$ cat src/rtl/nios_system_pio_pkg.sv
// Shared constants for the Nios PIO family: register map, edge and IRQ mode encodings.
package nios_system_pio_pkg;

    localparam logic [1:0] ADDR_DATA    = 2'd0;
    localparam logic [1:0] ADDR_RSVD    = 2'd1;
    localparam logic [1:0] ADDR_IRQMASK = 2'd2;
    localparam logic [1:0] ADDR_EDGECAP = 2'd3;

    localparam int EDGE_RISING  = 0;
    localparam int EDGE_FALLING = 1;
    localparam int EDGE_ANY     = 2;

    localparam int IRQ_NONE  = 0;
    localparam int IRQ_LEVEL = 1;
    localparam int IRQ_EDGE  = 2;

    // Debounce counter width; never zero so a bypassed instance still elaborates.
    function automatic int cnt_width(input int n);
        return (n > 0) ? $clog2(n + 1) : 1;
    endfunction

endpackage

$ cat src/rtl/nios_system_pio_debounce.sv
// One input bit: SYNC_STAGES-flop synchroniser followed by an optional stable-count debouncer.
// Latency SYNC_STAGES edges to sync_out, plus DEBOUNCE_CYCLES edges to stable; no backpressure.
module nios_system_pio_debounce
    import nios_system_pio_pkg::*;
#(
    parameter int SYNC_STAGES     = 2,
    parameter int DEBOUNCE_CYCLES = 0
) (
    input  logic clk,
    input  logic reset_n,
    input  logic din,
    output logic stable
);

    logic [SYNC_STAGES-1:0] sync_q;
    logic                   sync_out;

    always_ff @(posedge clk or negedge reset_n) begin
        if (!reset_n) begin
            sync_q <= '0;
        end else begin
            sync_q <= {sync_q[SYNC_STAGES-2:0], din};
        end
    end

    assign sync_out = sync_q[SYNC_STAGES-1];

    if (DEBOUNCE_CYCLES == 0) begin : g_bypass
        assign stable = sync_out;
    end else begin : g_debounce
        localparam int CW = cnt_width(DEBOUNCE_CYCLES);
        localparam logic [CW-1:0] CNT_LAST = CW'(DEBOUNCE_CYCLES - 1);

        logic [CW-1:0] cnt;
        logic          stable_q;

        // Any cycle where the input agrees with stable restarts the count, so glitches die here.
        always_ff @(posedge clk or negedge reset_n) begin
            if (!reset_n) begin
                cnt      <= '0;
                stable_q <= 1'b0;
            end else if (sync_out != stable_q) begin
                if (cnt == CNT_LAST) begin
                    stable_q <= sync_out;
                    cnt      <= '0;
                end else begin
                    cnt <= cnt + 1'b1;
                end
            end else begin
                cnt <= '0;
            end
        end

        assign stable = stable_q;
    end

endmodule

$ cat src/rtl/nios_system_pio_in_edge.sv
// Avalon-MM input PIO: synchronised/debounced inputs, W1C edge capture, maskable IRQ.
// Read latency 1 (readdata loaded every clock); input-to-capture SYNC_STAGES+1+DEBOUNCE_CYCLES edges; slave never stalls.
module nios_system_pio_in_edge
    import nios_system_pio_pkg::*;
#(
    parameter int DATA_WIDTH      = 8,
    parameter int SYNC_STAGES     = 2,
    parameter int DEBOUNCE_CYCLES = 0,
    parameter int EDGE_TYPE       = 0,
    parameter int IRQ_MODE        = 2
) (
    input  logic                  clk,
    input  logic                  reset_n,
    input  logic [1:0]            address,
    input  logic                  chipselect,
    input  logic                  write_n,
    input  logic [31:0]           writedata,
    input  logic [DATA_WIDTH-1:0] in_port,
    output logic [31:0]           readdata,
    output logic                  irq
);

    logic [DATA_WIDTH-1:0] stable;
    logic [DATA_WIDTH-1:0] prev;
    logic [DATA_WIDTH-1:0] edge_bit;
    logic [DATA_WIDTH-1:0] edgecapture;
    logic [DATA_WIDTH-1:0] irqmask;
    logic [DATA_WIDTH-1:0] clear;
    logic [31:0]           rd_mux;
    logic                  wr_en;
    logic                  unused_wdata;

    assign wr_en        = chipselect & ~write_n;
    assign unused_wdata = ^writedata;

    for (genvar i = 0; i < DATA_WIDTH; i++) begin : g_bit
        nios_system_pio_debounce #(
            .SYNC_STAGES     (SYNC_STAGES),
            .DEBOUNCE_CYCLES (DEBOUNCE_CYCLES)
        ) u_debounce (
            .clk     (clk),
            .reset_n (reset_n),
            .din     (in_port[i]),
            .stable  (stable[i])
        );
    end

    always_comb begin
        edge_bit = stable ^ prev;
        if (EDGE_TYPE == EDGE_RISING) begin
            edge_bit = stable & ~prev;
        end else if (EDGE_TYPE == EDGE_FALLING) begin
            edge_bit = ~stable & prev;
        end
    end

    assign clear = (wr_en && address == ADDR_EDGECAP) ? writedata[DATA_WIDTH-1:0] : '0;

    // Edge term is OR-ed after the clear so a same-cycle edge survives the W1C write.
    always_ff @(posedge clk or negedge reset_n) begin
        if (!reset_n) begin
            prev        <= '0;
            edgecapture <= '0;
        end else begin
            prev        <= stable;
            edgecapture <= (edgecapture & ~clear) | edge_bit;
        end
    end

    if (IRQ_MODE == IRQ_NONE) begin : g_no_mask
        assign irqmask = '0;
        assign irq     = 1'b0;
    end else begin : g_mask
        always_ff @(posedge clk or negedge reset_n) begin
            if (!reset_n) begin
                irqmask <= '0;
            end else if (wr_en && address == ADDR_IRQMASK) begin
                irqmask <= writedata[DATA_WIDTH-1:0];
            end
        end

        if (IRQ_MODE == IRQ_LEVEL) begin : g_level
            assign irq = |(stable & irqmask);
        end else begin : g_edge
            assign irq = |(edgecapture & irqmask);
        end
    end

    always_comb begin
        rd_mux = '0;
        case (address)
            ADDR_DATA:    rd_mux[DATA_WIDTH-1:0] = stable;
            ADDR_IRQMASK: rd_mux[DATA_WIDTH-1:0] = irqmask;
            ADDR_EDGECAP: rd_mux[DATA_WIDTH-1:0] = edgecapture;
            default:      rd_mux = '0;
        endcase
    end

    always_ff @(posedge clk or negedge reset_n) begin
        if (!reset_n) begin
            readdata <= '0;
        end else begin
            readdata <= rd_mux;
        end
    end

endmodule

$ cat config.mk
export PLATFORM = sky130hd
export DESIGN_NAME = nios_system_pio_in_edge
export DESIGN_NICKNAME = d
export VERILOG_FILES = /design/src/rtl/nios_system_pio_pkg.sv /design/src/rtl/nios_system_pio_debounce.sv /design/src/rtl/nios_system_pio_in_edge.sv
export SDC_FILE = /design/constraint.sdc
export NUM_CORES = 1
export LEC_CHECK = 0
export ABC_AREA = 1
export ABC_CLOCK_PERIOD_IN_PS = 1550
export BUFFER_PORTS_ARGS = -buffer_cell sky130_fd_sc_hd__buf_2
export CORE_MARGIN = 2
export CORE_UTILIZATION = 35
export CTS_BUF_LIST = sky130_fd_sc_hd__clkbuf_8
export DETAILED_ROUTE_END_ITERATION = 12
export PLACE_DENSITY = 0.65
export RECOVER_POWER = 25
export SLEW_MARGIN = 5
export SYNTH_ARGS = -nofsm -noshare
export SYNTH_HDL_FRONTEND = slang
export SYNTH_SLANG_ARGS = --single-unit
$ cat constraint.sdc
create_clock -name clk -period 1.55 [get_ports clk]
set_input_delay 0.31 -clock clk [delete_from_list [all_inputs] [get_ports clk]]
set_output_delay 0.31 -clock clk [all_outputs]
set_load 0.1 [all_outputs]
==> results.toml <==
[outcome]
status = "complete, no violations"

[synth]
ys_seq_elements = 48
synth_area_leader_cell = "dfrtp_1"
synth_xor_area_share_pct = 0
synth_top_family_by_area = "simple AND/OR/NAND/NOR gates"
synth_compound_area_share_pct = 0
yosysSeqAreaShare_pct = 62.4
synth_top_area_share_pct = 62.4
yosys.area_share.simple_pct = 24.0
synth_cell_type_count = 13
muxShareOfSynthArea_pct = 0
syn_area_per_cell_um2 = 9.87
synth_fa_ha_area_share_pct = 0
ys_warn_count = 0
synth_area_leaders = "dfrtp_1, nand2_1, buf_4"
syn_area_mm2 = 0.00193
synthCells = 195

[floorplanning]
coreArea_mm2 = 0.00541
die_w_um = 78.2
rows = 27
fp.dieH_um = 78.2
die_area_mm2 = 0.00611
initial_utilization_pct = 35.6
io_pins = 79

[placement]
globalplace.congestion = 0.772
hpwl_um = 2150
port_buffers = 30

[setup_path]
startpoint_type = "flop"
worstPathArrival_ns = 1.23
required_ns = 1.24
cp-end-kind = "output pin"
crit_fanout = 3
crit_type = "flop to output pin"

[routing]
drt_iter0_markers = 59
avgRoutedWirePerCell_um = 10.1
dr.pass1.iters = 4
drt_wl_total_um = 3130
antenna_left = 0
drc = 0
route.vias.total = 1251
viasPerCell = 4.02

[layout]
final_common_cell = "nand2_1"
insertedDiodeCount = 0
drive_gt1_share_pct = 21.8
final_core_util_pct = 42.3
fin_nets = 284
final_cell_mix = "nand2_1, dfrtp_1, buf_2, conb_1, nand3_1"
area_growth_syn_to_layout_pct = 18.8

[min_path]
hold_class = "input pin to flop"

[timing]
period_share_pct = 99.1
fin_skew_ns = 0.00626
slew-limit-headroom_pct = 57.4
fmax_ghz = 0.651
period_needed_ns = 1.54
worst_pin_slew_ns = 0.639
setup_viol = 0
rsz0062_at_grt = "true"
hold_viol = 0
slew_viol_final = 0

[power_and_ir_drop]
irDropWorstVdd_uv = 487
power_density_mw_per_mm2 = 1470
p_leak_uw = 0.00122
total_power_uw = 3370

[clock_network]
cts_buffers = 5
clockRootBuffer = "clkbuf_8"
clock_latency_ns = 0.30
cts_buffer_depth = 2
cts_tree = "done"
cts.sinks = 48
clk_pin_slew_ns = 0.09
htree_num_levels = 2

[global_routing]
grt_max_degree = 49
grt_overflow = 0
grt_pass1_vias = 1139
grt_pass1_wl_um = 5090
antenna_found_initial = 0
gr-usage-all-layers_pct = 10.6

[run]
drv_cap = 0
layout make-up:
cell class	instances	area, um2
clock inverter	3	90.1
sequential	48	1200
timing repair buffer	40	243
fill	545	3120
inverter	11	41.3
tap	72	90.1
clock buffer	5	68.8
multi-input combinational	132	553
per-stage QoR:
| step | cell area (um2) | setup WS, ns | cells | setup TNS, ns | hold WS, ns |
|---|---|---|---|---|---|
| 6_report | 2290 | 0.0147 | 311 | 0 | 0.112 |
| 5_1_grt | 2290 | -0.0671 | 311 | -0.0671 | 0.0907 |
| 4_1_cts | 2280 | -0.0177 | 308 | -0.0177 | 0.103 |
| 3_5_place_dp | 2090 | 0.314 | 297 | 0 | 0.315 |
| 3_3_place_gp | 2090 | 0.333 | 297 | 0 | 0.311 |
| 2_1_floorplan | 2010 | 0.119 | 218 | 0 | 0.0144 |
synthesized netlist by cell type (all sizes together):
library cell	n
nand2	79
conb	1
nand3	24
buf	26
inv	11
dfrtp	48
clkbuf	1
nor2	5
routing by layer:
metal  share of wire, %  up-vias  wire [um]  global-route usage, %
met2                 47       35       1460                   15.4
li1                   -      634          -                      -
met5                  0        -          0                      0
met1                 46      578       1460                   14.9
met3                5.7        4        177                   3.22
met4                1.1        0         34                   4.21
path summary, 6_finish.rpt:
kind | start | cells past startpoint | end | slack (ns)
max | irqmask[1]$_DFFE_PN0P_ | 5 | irq | 0.01
min | in_port[5] | 1 | g_bit[5].u_debounce.sync_q[0]$_DFF_PN0_ | 0.11
max reg2reg | irqmask[5]$_DFFE_PN0P_ | 4 | readdata[5]$_DFF_PN0_ | 0.70
min reg2reg | g_bit[6].u_debounce.sync_q[0]$_DFF_PN0_ | 0 | g_bit[6].u_debounce.sync_q[1]$_DFF_PN0_ | 0.35
max in group asynchronous | reset_n | 3 | irqmask[4]$_DFFE_PN0P_ | 0.45
min in group asynchronous | reset_n | 3 | g_bit[4].u_debounce.sync_q[1]$_DFF_PN0_ | 0.67
critical path: stages (launching register included):
cell and delay [ns]:
dfrtp_1 0.41, nand2_1 0.08, nand2_1 0.05, nor2_1 0.10
nand2_1 0.10, buf_12 0.18
power breakdown:
group          switching (uW)  internal, uW  leakage, uW  total (uW)
sequential               55.4          1360     0.000553        1410
combinational             608           141     0.000585         750
clock                     404           806    0.0000784        1210
flip-flops by register name (all words and copies together), names as in the netlist:
name	cells
prev	8
edgecapture	8
irqmask	8
readdata	8
g_bit.u_debounce.sync_q	16
cell families after synthesis:
logic type | Yosys count
and+or+nand+nor | 108
DFF | 48
buffers and inverters | 38
other | 1
what timing repair did:
item | 4_1_cts | 5_1_grt
endpoints found under the setup margin | 1 | 1
hold buffers | 1 | 0
gates resized for setup | 0 | 0
hold endpoints to repair | 48 | 0
pin swaps | 2 | 5
setup buffers | 2 | 3
(Power assumes the default switching activity.)
